`config.mk`:
```
export PLATFORM = sky130hd
export DESIGN_NAME = ball_ctrl
export DESIGN_NICKNAME = d
export VERILOG_FILES = /design/src/rtl/pong_pkg.sv /design/src/rtl/pong_frame_tick.sv /design/src/rtl/ball_ctrl.sv
export SDC_FILE = /design/constraint.sdc
export NUM_CORES = 1
export LEC_CHECK = 0
export BUFFER_PORTS_ARGS = -buffer_cell sky130_fd_sc_hd__buf_2
export CELL_PAD_IN_SITES_DETAIL_PLACEMENT = 1
export CELL_PAD_IN_SITES_GLOBAL_PLACEMENT = 2
export CORE_UTILIZATION = 32
export CTS_CLUSTER_DIAMETER = 40
export DETAILED_ROUTE_END_ITERATION = 8
export PLACE_DENSITY_LB_ADDON = 0.1
export SLEW_MARGIN = 30
export SYNTH_ARGS = -nofsm -noshare
export SYNTH_HDL_FRONTEND = slang
export SYNTH_SLANG_ARGS = --single-unit
```
`constraint.sdc`:
```
create_clock -name clk_i -period 5.41 [get_ports clk_i]
set_input_delay 0.541 -clock clk_i [delete_from_list [all_inputs] [get_ports clk_i]]
set_output_delay 0.541 -clock clk_i [all_outputs]
set_load 0.1 [all_outputs]
```
`src/rtl/pong_pkg.sv`:
```
// Shared Pong constants: screen geometry, ball parameters, frame-tick row and ball FSM states.
// Used by ball_ctrl and pong_frame_tick.
package pong_pkg;

    localparam int unsigned X_MAX       = 639;
    localparam int unsigned Y_MAX       = 479;
    localparam int unsigned BALL_SIZE   = 8;
    localparam int unsigned BALL_VEL    = 2;
    localparam int unsigned VEL_MAX     = 5;
    localparam int unsigned SERVE_DELAY = 60;
    localparam int unsigned SCORE_HOLD  = 30;

    localparam logic [9:0] CENTRE_L = 10'd316;
    localparam logic [9:0] CENTRE_T = 10'd236;
    localparam logic [9:0] TICK_ROW = 10'd481;

    typedef enum logic [1:0] {
        StIdle      = 2'd0,
        StServeWait = 2'd1,
        StPlay      = 2'd2,
        StScored    = 2'd3
    } ball_state_e;

endpackage

```
`src/rtl/pong_frame_tick.sv`:
```
// One-clock-per-frame strobe, asserted when the raster sits at column 0 of row TICK_ROW.
module pong_frame_tick
    import pong_pkg::*;
(
    input  logic [9:0] x_i,
    input  logic [9:0] y_i,
    output logic       tick_o
);

    assign tick_o = (x_i == 10'd0) && (y_i == TICK_ROW);

endmodule

```
`src/rtl/ball_ctrl.sv`:
```
// Pong ball engine: serve/play/score FSM, once-per-frame motion, wall/paddle bounces, goals.
// Build option: define SPEEDUP_EN to add one pixel/frame per paddle hit, capped at VEL_MAX.
module ball_ctrl
    import pong_pkg::*;
(
    input  logic       clk_i,
    input  logic       rst_ni,
    input  logic [9:0] x_i,
    input  logic [9:0] y_i,
    input  logic       serve_i,
    input  logic [9:0] pad1_t_i,
    input  logic [9:0] pad1_b_i,
    input  logic [9:0] pad1_l_i,
    input  logic [9:0] pad1_r_i,
    input  logic [9:0] pad2_t_i,
    input  logic [9:0] pad2_b_i,
    input  logic [9:0] pad2_l_i,
    input  logic [9:0] pad2_r_i,
    output logic       ball_on_o,
    output logic [9:0] ball_l_o,
    output logic [9:0] ball_t_o,
    output logic       score1_o,
    output logic       score2_o,
    output logic       hit_o,
    output logic       in_play_o
);

    ball_state_e state_q;
    logic [5:0]  cnt_q;
    logic [9:0]  ball_l_q, ball_t_q;
    logic        x_pos_q, y_pos_q;
    logic        score1_q, score2_q, hit_q;
    logic [9:0]  speed;
    logic        tick;

`ifdef SPEEDUP_EN
    logic [2:0] speed_q;
    assign speed = 10'(speed_q);
`else
    assign speed = 10'(BALL_VEL);
`endif

    pong_frame_tick u_frame_tick (
        .x_i    (x_i),
        .y_i    (y_i),
        .tick_o (tick)
    );

    logic [9:0] ball_r, ball_b, step_l, step_t;
    logic       y_pos_nxt, x_pos_nxt, hit_r, hit_l, goal_r, goal_l;

    always_comb begin
        ball_r = ball_l_q + 10'(BALL_SIZE - 1);
        ball_b = ball_t_q + 10'(BALL_SIZE - 1);

        y_pos_nxt = y_pos_q;
        if (ball_t_q <= speed) begin
            y_pos_nxt = 1'b1;
        end else if (ball_b >= 10'(Y_MAX) - speed) begin
            y_pos_nxt = 1'b0;
        end

        hit_r = x_pos_q && (ball_r >= pad1_l_i - speed) && (ball_r <= pad1_r_i) &&
                (ball_b >= pad1_t_i) && (ball_t_q <= pad1_b_i);
        hit_l = !x_pos_q && (ball_l_q <= pad2_r_i + speed) && (ball_l_q >= pad2_l_i) &&
                (ball_b >= pad2_t_i) && (ball_t_q <= pad2_b_i);
        goal_r = x_pos_q && (ball_r >= 10'(X_MAX) - speed);
        goal_l = !x_pos_q && (ball_l_q <= speed);

        // Motion uses the post-bounce direction so a bounce never steps into the obstacle.
        x_pos_nxt = (hit_r || hit_l) ? !x_pos_q : x_pos_q;
        step_l    = x_pos_nxt ? ball_l_q + speed : ball_l_q - speed;
        step_t    = y_pos_nxt ? ball_t_q + speed : ball_t_q - speed;
    end

    always_ff @(posedge clk_i) begin
        if (!rst_ni) begin
            state_q  <= StIdle;
            cnt_q    <= 6'd0;
            ball_l_q <= CENTRE_L;
            ball_t_q <= CENTRE_T;
            x_pos_q  <= 1'b1;
            y_pos_q  <= 1'b1;
            score1_q <= 1'b0;
            score2_q <= 1'b0;
            hit_q    <= 1'b0;
`ifdef SPEEDUP_EN
            speed_q  <= 3'(BALL_VEL);
`endif
        end else begin
            score1_q <= 1'b0;
            score2_q <= 1'b0;
            hit_q    <= 1'b0;
            unique case (state_q)
                StIdle: begin
                    if (serve_i) begin
                        state_q <= StServeWait;
                        cnt_q   <= 6'd0;
`ifdef SPEEDUP_EN
                        speed_q <= 3'(BALL_VEL);
`endif
                    end
                end
                StServeWait: begin
                    if (tick) begin
                        if (cnt_q == 6'(SERVE_DELAY - 1)) begin
                            state_q <= StPlay;
                            cnt_q   <= 6'd0;
                        end else begin
                            cnt_q <= cnt_q + 6'd1;
                        end
                    end
                end
                StPlay: begin
                    if (tick) begin
                        if (hit_r || hit_l) begin
                            x_pos_q  <= x_pos_nxt;
                            y_pos_q  <= y_pos_nxt;
                            ball_l_q <= step_l;
                            ball_t_q <= step_t;
                            hit_q    <= 1'b1;
`ifdef SPEEDUP_EN
                            if (speed_q < 3'(VEL_MAX)) begin
                                speed_q <= speed_q + 3'd1;
                            end
`endif
                        end else if (goal_r || goal_l) begin
                            // Ball freezes; x_pos already points at the conceding player.
                            score2_q <= goal_r;
                            score1_q <= goal_l;
                            state_q  <= StScored;
                            cnt_q    <= 6'd0;
                        end else begin
                            y_pos_q  <= y_pos_nxt;
                            ball_l_q <= step_l;
                            ball_t_q <= step_t;
                        end
                    end
                end
                StScored: begin
                    if (tick) begin
                        if (cnt_q == 6'(SCORE_HOLD - 1)) begin
                            state_q  <= StServeWait;
                            cnt_q    <= 6'd0;
                            ball_l_q <= CENTRE_L;
                            ball_t_q <= CENTRE_T;
`ifdef SPEEDUP_EN
                            speed_q  <= 3'(BALL_VEL);
`endif
                        end else begin
                            cnt_q <= cnt_q + 6'd1;
                        end
                    end
                end
                default: state_q <= StIdle;
            endcase
        end
    end

    assign ball_on_o = (state_q != StScored) && (x_i >= ball_l_q) && (x_i <= ball_r) &&
                       (y_i >= ball_t_q) && (y_i <= ball_b);
    assign ball_l_o  = ball_l_q;
    assign ball_t_o  = ball_t_q;
    assign score1_o  = score1_q;
    assign score2_o  = score2_q;
    assign hit_o     = hit_q;
    assign in_play_o = (state_q == StPlay);

endmodule
```
==> flow_summary.yaml <==
drt:
  num_vias: 5613
  drt_iter0_drc: 172
  ant_nets: 0
  wl_per_cell_um: 17.7
  detail_route.drc_violations: 0
  wirelength_mm: 18.3
  post_drt_via_cell_ratio: 5.45
  first_pass_iters: 4
setup_path:
  crit_top_cell: "nand4_1"
  crit_path_start_kind: "flop"
  slowest_delay_ns: 0.65
  cp-end-kind: "primary output"
  cp_slowest_cell: "dfxtp_1"
  worstSetupPathType: "flop to primary output"
  worstPathMaxFanout: 13
  required_ns: 4.87
  crit_path_cell_trace: "and3_4, nand4_1, xnor2_1, inv_1, ha_1, nand4_1, nor4b_1, nand3b_1, a221o_1, nor4_4, buf_2"
  crit_arrival_ns: 4.18
  r2r_cells: 13
cts:
  cts_made_buffers: 5
  cts_buffer_depth: 2
  clk_latency_ns: 0.28
  clk_pin_slew_worst_paths_ns: 0.06
  cts-resized-gates: 0
  cts_num_sinks: 31
  cts_tree: "yes"
  htreeDepth: 2
  postCtsSetupBuffers: 0
  root_buffer: "clkbuf_16"
  cts_hold_buf: 0
synthesis:
  synth-seq-area-share: 0.115
  synthArstFlopShare: 0
  synth_cell_type_count: 75
  syn-instance-count: 693
  yosys_warnings: 0
  synth_area_mm2: 0.00538
  synth-edff-count: 0
  synth.avg_cell_area_um2: 7.76
  ys_seq_elements: 31
  synth_ff_type: "dfxtp_1"
layout:
  n_antenna_cell: 0
  fillers: 2101
  syn_to_final_growth_pct: 18.1
  drive_gt1_frac: 0.191
  nNetsFinal: 1033
  final_cell_mix: "122 x buf_2, 121 x ha_1, 103 x inv_1"
  layout_commonest_cell: "buf_2"
timing:
  relSlewSlack: 0.382
  final_hold_viol_count: 0
  timing_worst_slew_pin_value_ns: 0.904
  layout_min_cycle_time_ns: 4.73
  skew_ns: 0.00659
  slew_viol_final: 0
  setup_viol: 0
  hold-worst-slack_ns: 0.524
  rsz0062_at_grt: "false"
  finalSetupTns_ns: 0
  timing.final.crit_share: 0.873
  clock.fmax_mhz: 212
placement:
  gp_congestion: 0.856
  hpwl_mm: 15.0
  io_buffers: 122
die:
  coreArea_mm2: 0.0165
  fp.dieW_um: 132
  initial_core_util: 0.326
  dieArea_mm2: 0.0173
  die_y_um: 132
  pin_count: 128
  rows: 47
global_routing:
  grt_pass1_vias: 5894
  antenna_found_initial: 0
  grt_max_degree: 22
  grt_pass1_wl_mm: 29.7
  track_usage: 0.212
  gr-total-overflow: 0
power_and_ir_drop:
  leakage_nw: 3.03
  vdd_drop_max_mv: 0.0977
  p_per_area_mw_per_mm2: 154
outcome:
  status: "finished clean"
flow_run:
  drv_cap: 0
min_path:
  min_path_type: "flop to flop"
  hold-path-cell-count: 2
-- report_power, final --
group          switching (W)  internal (W)
Sequential         0.0000183      0.000241
Clock               0.000108      0.000196
Combinational       0.000261      0.000154
Total               0.000387      0.000591
-- sequential cells by signal, indices dropped and copies added, names as in the netlist --
signal / cells
ball_l_o: 9
ball_t_o: 9
cnt_q: 6
hit_o: 1
score1_o: 1
score2_o: 1
state_q: 2
x_pos_q: 1
y_pos_q: 1
-- per-stage QoR --
step,cells,worst slack [ns],utilization,total power [W],instance area [µm²]
final,1030,0.685,0.385,0.000979,6350
after global routing,1030,0.420,0.385,0.00105,6350
after global placement,1022,0.947,0.375,0.000663,6200
after floorplan,694,0.0916,-,0.000547,5400
after detailed placement,1022,0.886,0.375,0.000681,6200
after CTS,1030,0.653,0.384,0.000985,6350
-- cells by family (layout without fill, tap and decap cells) --
kind of cell	after synthesis	in the layout	share of synthesized area
and+or+nand+nor	192	192	0.199
AOI/OAI and AO/OA	181	181	0.233
buffers and inverters	127	243	0.100
adders and majority gates	124	124	0.287
xor gates and xnor gates	31	31	0.0519
DFF	31	31	0.115
muxes	6	6	0.0119
other	1	2	0.000697
-- final timing paths --
kind                from          end  slack (ns)
min           state_q[1]   state_q[1]        0.52
max          ball_l_o[3]    ball_on_o        0.68
min reg2reg   state_q[1]   state_q[1]        0.52
max reg2reg  ball_t_o[4]  ball_l_o[8]        0.83
-- final cells by class --
type / instances / area, µm² / area share
inverter: 105 / 394 / 0.0620
multi-input combinational: 536 / 4240 / 0.667
clock buffer: 8 / 156 / 0.0246
tap: 220 / 275 / 0.0433
sequential: 31 / 621 / 0.0977
timing repair buffer: 130 / 671 / 0.106
-- cell usage after synthesis, types with 4 or more instances --
library cell    n  area [µm²]
or3_1           7        43.8
o22ai_1         5        31.3
dfxtp_1        31         621
nand2_1        28         105
nor2b_1         4        25.0
or4_1           4        30.0
nor3_1         17        85.1
xnor2_1        19         166
nand3b_1        4        30.0
ha_1          121        1510
o21ai_0        35         175
o21a_1         18         135
o211ai_1        6        45.0
nor4_1         10        62.6
a221o_1         4        40.0
a211oi_1       10        75.1
and2_1          4        25.0
a21oi_1        30         150
nor3b_1         4        30.0
o2111ai_1       9        78.8
nand4_1        23         144
xor2_1         11        96.3
nand3_1        25         125
nor2_1         32         120
nand2b_1        4        25.0
clkbuf_1       14        52.6
nor4b_1         6        52.6
a2111oi_0       5        43.8
inv_1         103         387
a31oi_1        10        62.6
a21o_1         13        97.6
-- worst max-delay path: cells and delay by family, from the launching register on --
kind	cells	cell delay (ns)
AO/OA/AOI/OAI	1	0.36
XOR/XNOR	1	0.55
adder cells (fa/ha/maj)	1	0.33
buffers and inverters	2	0.57
flip-flops	1	0.65
AND/OR/NAND/NOR	6	1.44
-- metal layers --
layer,share of wire,vias to the layer above,routed length [µm],track usage
met2,0.51,88,9230,0.397
met3,0.026,5,480,0.0216
met5,0,-,0,0
met4,0.0028,0,51,0.0265
met1,0.47,2737,8510,0.265
li1,-,2783,-,-
Note: power is estimated with default switching activity, not from simulation.
